### src/rtl/period_meter_pkg.sv
// Shared types and constants for the strobe period meter.
package period_meter_pkg;

  typedef enum logic {
    IDLE    = 1'b0,
    MEASURE = 1'b1
  } meter_state_t;

  localparam int SYNC_STAGES = 2;

endpackage

### src/rtl/period_meter_sync_edge.sv
// Synchronizer chain plus registered rising-edge detect for an async strobe.
module sync_edge #(
  parameter int STAGES = 2
) (
  input  logic clk,
  input  logic reset,
  input  logic din,
  output logic edge_pulse
);

  logic [STAGES-1:0] sync;
  logic              s_prev;

  // Registering the edge keeps the strobe-to-edge latency a fixed 3 cycles.
  always_ff @(posedge clk or posedge reset) begin
    if (reset) begin
      sync       <= '0;
      s_prev     <= 1'b0;
      edge_pulse <= 1'b0;
    end else begin
      sync       <= {sync[STAGES-2:0], din};
      s_prev     <= sync[STAGES-1];
      edge_pulse <= sync[STAGES-1] & ~s_prev;
    end
  end

endmodule

### src/rtl/period_meter.sv
// Measures clk cycles between strobe rising edges; one-deep valid/ready result
// with timeout pulse and sticky overrun flag.
module period_meter #(
  parameter int WIDTH   = 32,
  parameter int TIMEOUT = 1_000_000
) (
  input  logic             clk,
  input  logic             reset,
  input  logic             tick_in,
  output logic [WIDTH-1:0] period,
  output logic             period_valid,
  input  logic             period_ready,
  output logic             timeout,
  output logic             overrun,
  output logic             active
);
  import period_meter_pkg::*;

  localparam logic [WIDTH-1:0] TMAX = WIDTH'(TIMEOUT);
  localparam logic [WIDTH-1:0] ONE  = WIDTH'(1);

  meter_state_t     state, state_n;
  logic [WIDTH-1:0] cnt, cnt_n;
  logic             edge_pulse;
  logic             capture;
  logic             timeout_n;

  sync_edge #(.STAGES(SYNC_STAGES)) u_sync (
    .clk        (clk),
    .reset      (reset),
    .din        (tick_in),
    .edge_pulse (edge_pulse)
  );

  always_ff @(posedge clk or posedge reset) begin
    if (reset) begin
      state <= IDLE;
      cnt   <= '0;
    end else begin
      state <= state_n;
      cnt   <= cnt_n;
    end
  end

  // An edge on the terminal count still closes the period, so cnt never wraps.
  always_comb begin
    state_n   = state;
    cnt_n     = cnt;
    capture   = 1'b0;
    timeout_n = 1'b0;
    case (state)
      IDLE: begin
        if (edge_pulse) begin
          state_n = MEASURE;
          cnt_n   = ONE;
        end
      end
      MEASURE: begin
        if (edge_pulse) begin
          capture = 1'b1;
          cnt_n   = ONE;
        end else if (cnt == TMAX) begin
          timeout_n = 1'b1;
          state_n   = IDLE;
          cnt_n     = '0;
        end else begin
          cnt_n = cnt + ONE;
        end
      end
      default: begin
        state_n = IDLE;
        cnt_n   = '0;
      end
    endcase
  end

  always_ff @(posedge clk or posedge reset) begin
    if (reset) begin
      period       <= '0;
      period_valid <= 1'b0;
      overrun      <= 1'b0;
      timeout      <= 1'b0;
    end else begin
      timeout <= timeout_n;
      if (capture) begin
        if (!period_valid || period_ready) begin
          period       <= cnt;
          period_valid <= 1'b1;
        end else begin
          overrun <= 1'b1;
        end
      end else if (period_ready) begin
        period_valid <= 1'b0;
      end
    end
  end

  assign active = (state == MEASURE);

endmodule
### config.mk
export PLATFORM = sky130hd
export DESIGN_NAME = period_meter
export DESIGN_NICKNAME = d
export VERILOG_FILES = /design/src/rtl/period_meter_pkg.sv /design/src/rtl/period_meter_sync_edge.sv /design/src/rtl/period_meter.sv
export SDC_FILE = /design/constraint.sdc
export NUM_CORES = 1
export LEC_CHECK = 0
export BUFFER_PORTS_ARGS = -buffer_cell sky130_fd_sc_hd__buf_4
export CELL_PAD_IN_SITES_DETAIL_PLACEMENT = 0
export CELL_PAD_IN_SITES_GLOBAL_PLACEMENT = 1
export CORE_UTILIZATION = 50
export CTS_BUF_LIST = sky130_fd_sc_hd__clkbuf_8
export CTS_CLUSTER_SIZE = 10
export DETAILED_ROUTE_END_ITERATION = 12
export PLACE_DENSITY_LB_ADDON = 0.08
export SLEW_MARGIN = 40
export SYNTH_ARGS = -nofsm -noshare
export SYNTH_HDL_FRONTEND = slang
export SYNTH_HIERARCHICAL = 1
export SYNTH_SLANG_ARGS = --single-unit
### constraint.sdc
create_clock -name clk -period 4.5 [get_ports clk]
set_input_delay 0.9 -clock clk [delete_from_list [all_inputs] [get_ports clk]]
set_output_delay 0.9 -clock clk [all_outputs]
set_load 0.02 [all_outputs]
* Word-level counts from Yosys, hierarchy flattened
Cells that the tools add are included.
** Operators by class
- Muxes and demuxes :: 15
- Equal/unequal tests :: 3
- $add $sub $neg :: 1
- Bitwise gates (word level) :: 4
- Reduce and logical (&&, ||, !) cells :: 6
** Operator list (count)
- two-way mux 32 bit :: 3
- case mux 32 bit (2 select lines) :: 1
- adder 32 x 1 -> 32 bit, second input constant :: 1
- equality test 32 x 20 -> 1 bit, second input constant :: 1
- two-way mux 1 bit :: 10
- AND reduction 2 bit :: 3
- != test 2 x 1 -> 1 bit, second input constant :: 2
- inverter 1 bit :: 3
- case mux 1 bit (2 select lines) :: 1
- nonzero test 2 bit :: 1
- AND 1 bit :: 1
- zero test 1 bit :: 1
- logical OR 1 bit :: 1
** Storage, ports and cells
- Word-level logic and storage cells :: 38
- Register bits after elaboration :: 72

* Longest topological paths before layout
- Word-level depth :: 4
- Depth in mapped cells :: 9

* Modules after synthesis
The synthesis kept the hierarchy.
** Modules (own cells, without submodules)
- period_meter :: cells each 343, sequential area each 1701.6 µm², area each 3494.6 µm², times used 1
- sync_edge :: cells each 6, sequential area each 100.1 µm², area each 117.6 µm², times used 1

* Worst setup path before layout
No wires, ideal clock.
- Path kind :: input port to flip-flop
- Start :: input port period_ready
- End :: register period[0]
- Arrival time :: 1.865 ns
- Stages :: 5
- Path buffers :: 2
- Setup slack :: 2.511 ns
- Cell sequence :: nand2b_1 -> nor2b_1 -> clkbuf_1 -> buf_2 -> mux2_2
** Between the ends
- Cells in the longest elaborated chain, start to end :: 2
** Ends and longest elaborated chain
- start, declared :: line period_meter.sv:12 : input logic period_ready,
- logical OR 1 bit :: line period_meter.sv:86 : if (!period_valid || period_ready) begin
- AND reduction 2 bit (no line)
- end signal, assigned :: line period_meter.sv:87 : period <= cnt;
- end, declared :: line period_meter.sv:10 : output logic [WIDTH-1:0] period,
No other way between the ends.
A chain may end at the register's enable or synchronous reset.

* Worst setup path in the final report
- Start :: register cnt[0]
- End :: register cnt[20]
** Between the ends
- Cells in the longest elaborated chain, start to end :: 4
- Elaborated cells between the ends (all ways) :: 5
** Ends and longest elaborated chain
- start, declared :: line period_meter.sv:23 : logic [WIDTH-1:0] cnt, cnt_n;
- start signal, assigned :: line period_meter.sv:41 : cnt <= cnt_n;
- adder 32 x 1 -> 32 bit or equality test 32 x 20 -> 1 bit (tied branches) :: line period_meter.sv:67, period_meter.sv:62
- two-way mux 32 bit * :: line period_meter.sv:62 : end else if (cnt == TMAX) begin
- two-way mux 32 bit * :: line period_meter.sv:59 : if (edge_pulse) begin
- case mux 32 bit (2 select lines) * :: line period_meter.sv:51 : case (state)
Every way passes the cells marked *; elsewhere a longest branch is shown, timed or not.

==> results.yml <==
synth:
  ys_top_cells_by_area: "dfrtp_1 (50%), mux2_2 (10%), a31oi_1 (3.5%)"
  ys_types: 49
  netlist_instances: 349
  syn_avg_cell_area_um2: 10.4
  synthArstFlopShare_pct: 100
  synth-compound-area-share_pct: 13.1
  synth-simple-area-share_pct: 20.4
  synth_seq_area_share_pct: 49.9
  synthFlopType: "dfrtp_1"
  synth-edff-count: 0
  synthXorXnorAreaFrac_pct: 0.485
  syn_nets: 355
  syn_area_um2: 3610
  synth-seq-cells: 72
  synthAdderAreaFrac_pct: 0.693
  yosysTopAreaCellShare_pct: 49.9
  synth_top_family_by_area: "simple AND/OR/NAND/NOR gates"
  synth_warnings: 6
  yosys.area.top_type: "dfrtp_1"
  muxShareOfSynthArea_pct: 9.98
timing:
  fin_ws_ns: 2.13
  period_share_pct: 52.6
  relSlewSlack_pct: 52.2
  tightest_slew_ns: 0.717
  setup-tns-final_ns: 0
  setup_violations: 0
  clock_skew_ns: 0.00870
  rsz0062_at_grt: "false"
  fmax_ghz: 0.422
  fin_crit_ns: 2.37
  slew_violations: 0
  hold_viol_final: 0
final_layout:
  area_delta_synth_final_pct: 14.2
  stdcell_count: 468
  nets: 373
  n_antenna_cell: 0
  fillers: 636
  drive_gt1_share_pct: 27.4
place:
  gp_congestion: 0.846
  dp.cells: 452
  post-dp-hpwl_um: 5580
  place_ws_ns: 2.14
  portBuffers: 39
clock_tree:
  clock_path_buffers: 2
  clk_pin_slew_ns: 0.08
  numClockSinks: 72
  numCtsBuffers: 9
  root_buffer: "clkbuf_8"
  insertion_delay_ns: 0.34
  cts.repair.resized: 0
  cts_tree: "yes"
  cts_hold_repair.buffers: 0
  cts.htree.levels: 3
  cts_setup_buffers: 0
drt:
  vias: 2841
  antenna_left: 0
  drc: 0
  detail_route.first_pass.iterations: 5
  routed_wl_um: 8260
  wl_per_cell_um: 17.7
  viasPerCell: 6.07
  drt_iter0_markers: 212
hold_path:
  hold_class: "reg2reg"
floorplanning:
  start_util_pct: 52.6
  die_height_um: 87.0
  die_area_um2: 7570
  die_x_um: 87.0
  fp-row-count: 30
  pin_count: 40
  fp.coreArea_um2: 6870
setup_path:
  end_kind: "flip-flop"
  slowest_stage: "nor4b_2"
  worstSetupPathType: "reg2reg"
  cp_cell_sequence: "ha_1 > and4_1 > nor4b_2 > and2_1 > o21ai_0 > a32o_1"
  cp-start-kind: "flip-flop"
  critical_path.max_stage_delay_ns: 0.51
  regToRegSetupSlack_ns: 2.13
  cp_max_fo: 7
  worstPathRequired_ns: 4.74
  critPathArrivalTime_ns: 2.60
power:
  p_int_mw: 1.13
  seq_power_share_pct: 49.1
  power.density_nw_per_um2: 367
  switching_share_pct: 25.8
  p_switching_uw: 390
  clkPwrFrac_pct: 38.6
  irDropWorstVdd_mv: 0.154
  power_mw: 1.52
  p_comb_share_pct: 12.3
  p_leak_nw: 1.94
global_route:
  grt_pass1_wl_um: 13700
  grt_max_degree: 38
  grt_pass1_vias: 2617
  grt_use_total_pct: 24.0
  antenna_found_initial: 0
  grt-ovfl-total: 0
outcome:
  outcome: "complete, no violations"
job:
  maxCapViolCount: 0
## cell type report
class / count / area, µm² / area share, %
Sequential cell: 72 / 1800 / 43.7
Multi-Input combinational cell: 234 / 1630 / 39.5
Timing Repair Buffer: 41 / 308 / 7.46
Clock buffer: 12 / 165 / 4.00
Tap cell: 96 / 120 / 2.91
Clock inverter: 4 / 67.6 / 1.64
Inverter: 9 / 35.0 / 0.849
## power groups by stage
stage	sequential [mW]	combinational (mW)	clock (mW)
6_report	0.744	0.186	0.586
5_1_grt	0.750	0.208	0.630
4_1_cts	0.742	0.189	0.600
2_1_floorplan	0.751	0.133	0
3_5_place_dp	0.755	0.187	0
3_3_place_gp	0.753	0.186	0
## cells in the mapped netlist, types with 2 or more instances
library cell	number
a21o_1	6
xor2_1	2
a41oi_1	2
mux2_2	32
nor4_1	8
o21bai_1	2
or3_1	2
a31oi_1	20
nand3_1	16
or4_1	2
a21oi_1	10
or2_2	2
inv_1	9
and3_1	3
buf_4	2
nor4b_1	6
ha_1	2
and2_1	2
nor3_1	7
nand4_1	14
nor2_1	15
buf_2	23
o211ai_1	2
clkbuf_1	8
o21a_1	2
nor2b_1	7
nand2b_1	3
o21ai_0	14
dfrtp_1	72
a32o_1	4
and4_1	7
nand2_1	26
## state kept, by name, summed over array words and instances, names as in the netlist
signal,count
active,1
u_sync/sync,2
cnt,32
period_valid,1
overrun,1
period,32
u_sync/s_prev,1
u_sync/edge_pulse,1
timeout,1
## critical path, delay by kind of cell, from the launching register on
| kind | cells | cell delay [ns] |
|---|---|---|
| flip-flops | 1 | 0.45 |
| adder cells (fa/ha/maj) | 1 | 0.32 |
| AND/OR/NAND/NOR | 3 | 1.13 |
| AO/OA/AOI/OAI | 2 | 0.37 |
## per-stage QoR
stage | hold slack [ns] | utilization (%) | area, µm²
floorplan | 0.331 | - | 3610
global placement | 0.334 | 56.5 | 3880
detailed placement | 0.346 | 56.7 | 3890
CTS | 0.364 | 60.1 | 4130
global route | 0.369 | 60.1 | 4130
finish | 0.357 | 60.1 | 4130
## layout by cell type, fill, tap and decap left out, types with 2 or more instances in the layout
master     instances
a41oi_1            2
nand3_1           16
bufinv_16          2
or2_2              2
nor4_1             7
or4_1              2
a31oi_1           20
a21oi_1           10
and4_1             7
o211ai_1           2
nand4_1           14
or3_1              2
and3_1             3
a21o_1             6
o21bai_1           2
ha_1               2
nor2_1            14
inv_1             10
buf_4             41
nor4b_1            6
nand2_1           26
a32o_1             4
nand2b_1           3
clkbuf_8          12
o21ai_0           14
nor2b_1            6
nor3_1             7
xor2_1             2
dfrtp_1           72
and2_1             2
mux2_2            32
## metal layers
metal / GRT usage (%) / share of wire (%)
met2: 34.9 / 45
met3: 4.64 / 6.1
met1: 35.2 / 47
met4: 9.85 / 1.9
met5: 0 / 0
## path summary, 6_finish.rpt
| check | cells after the start | end | from |
|---|---|---|---|
| hold reg to reg | 0 | u_sync/sync[1]$_DFF_PP0_ | u_sync/sync[0]$_DFF_PP0_ |
| setup reg to reg | 6 | cnt[20]$_DFFE_PP0P_ | cnt[0]$_DFFE_PP0P_ |
| min in group asynchronous | 2 | u_sync/sync[0]$_DFF_PP0_ | reset |
| max in group asynchronous | 3 | cnt[3]$_DFFE_PP0P_ | reset |
| hold / removal | 0 | u_sync/sync[1]$_DFF_PP0_ | u_sync/sync[0]$_DFF_PP0_ |
| setup / recovery | 6 | cnt[20]$_DFFE_PP0P_ | cnt[0]$_DFFE_PP0P_ |
## cells by family (layout without fill, tap and decap cells)
family / after synthesis / count (layout)
compound gates: 70 / 70
simple gates: 128 / 128
flops: 72 / 72
xor+xnor: 2 / 2
mux: 32 / 32
fa+ha+maj: 2 / 2
buf+inv: 43 / 66
(Power assumes the default switching activity.)
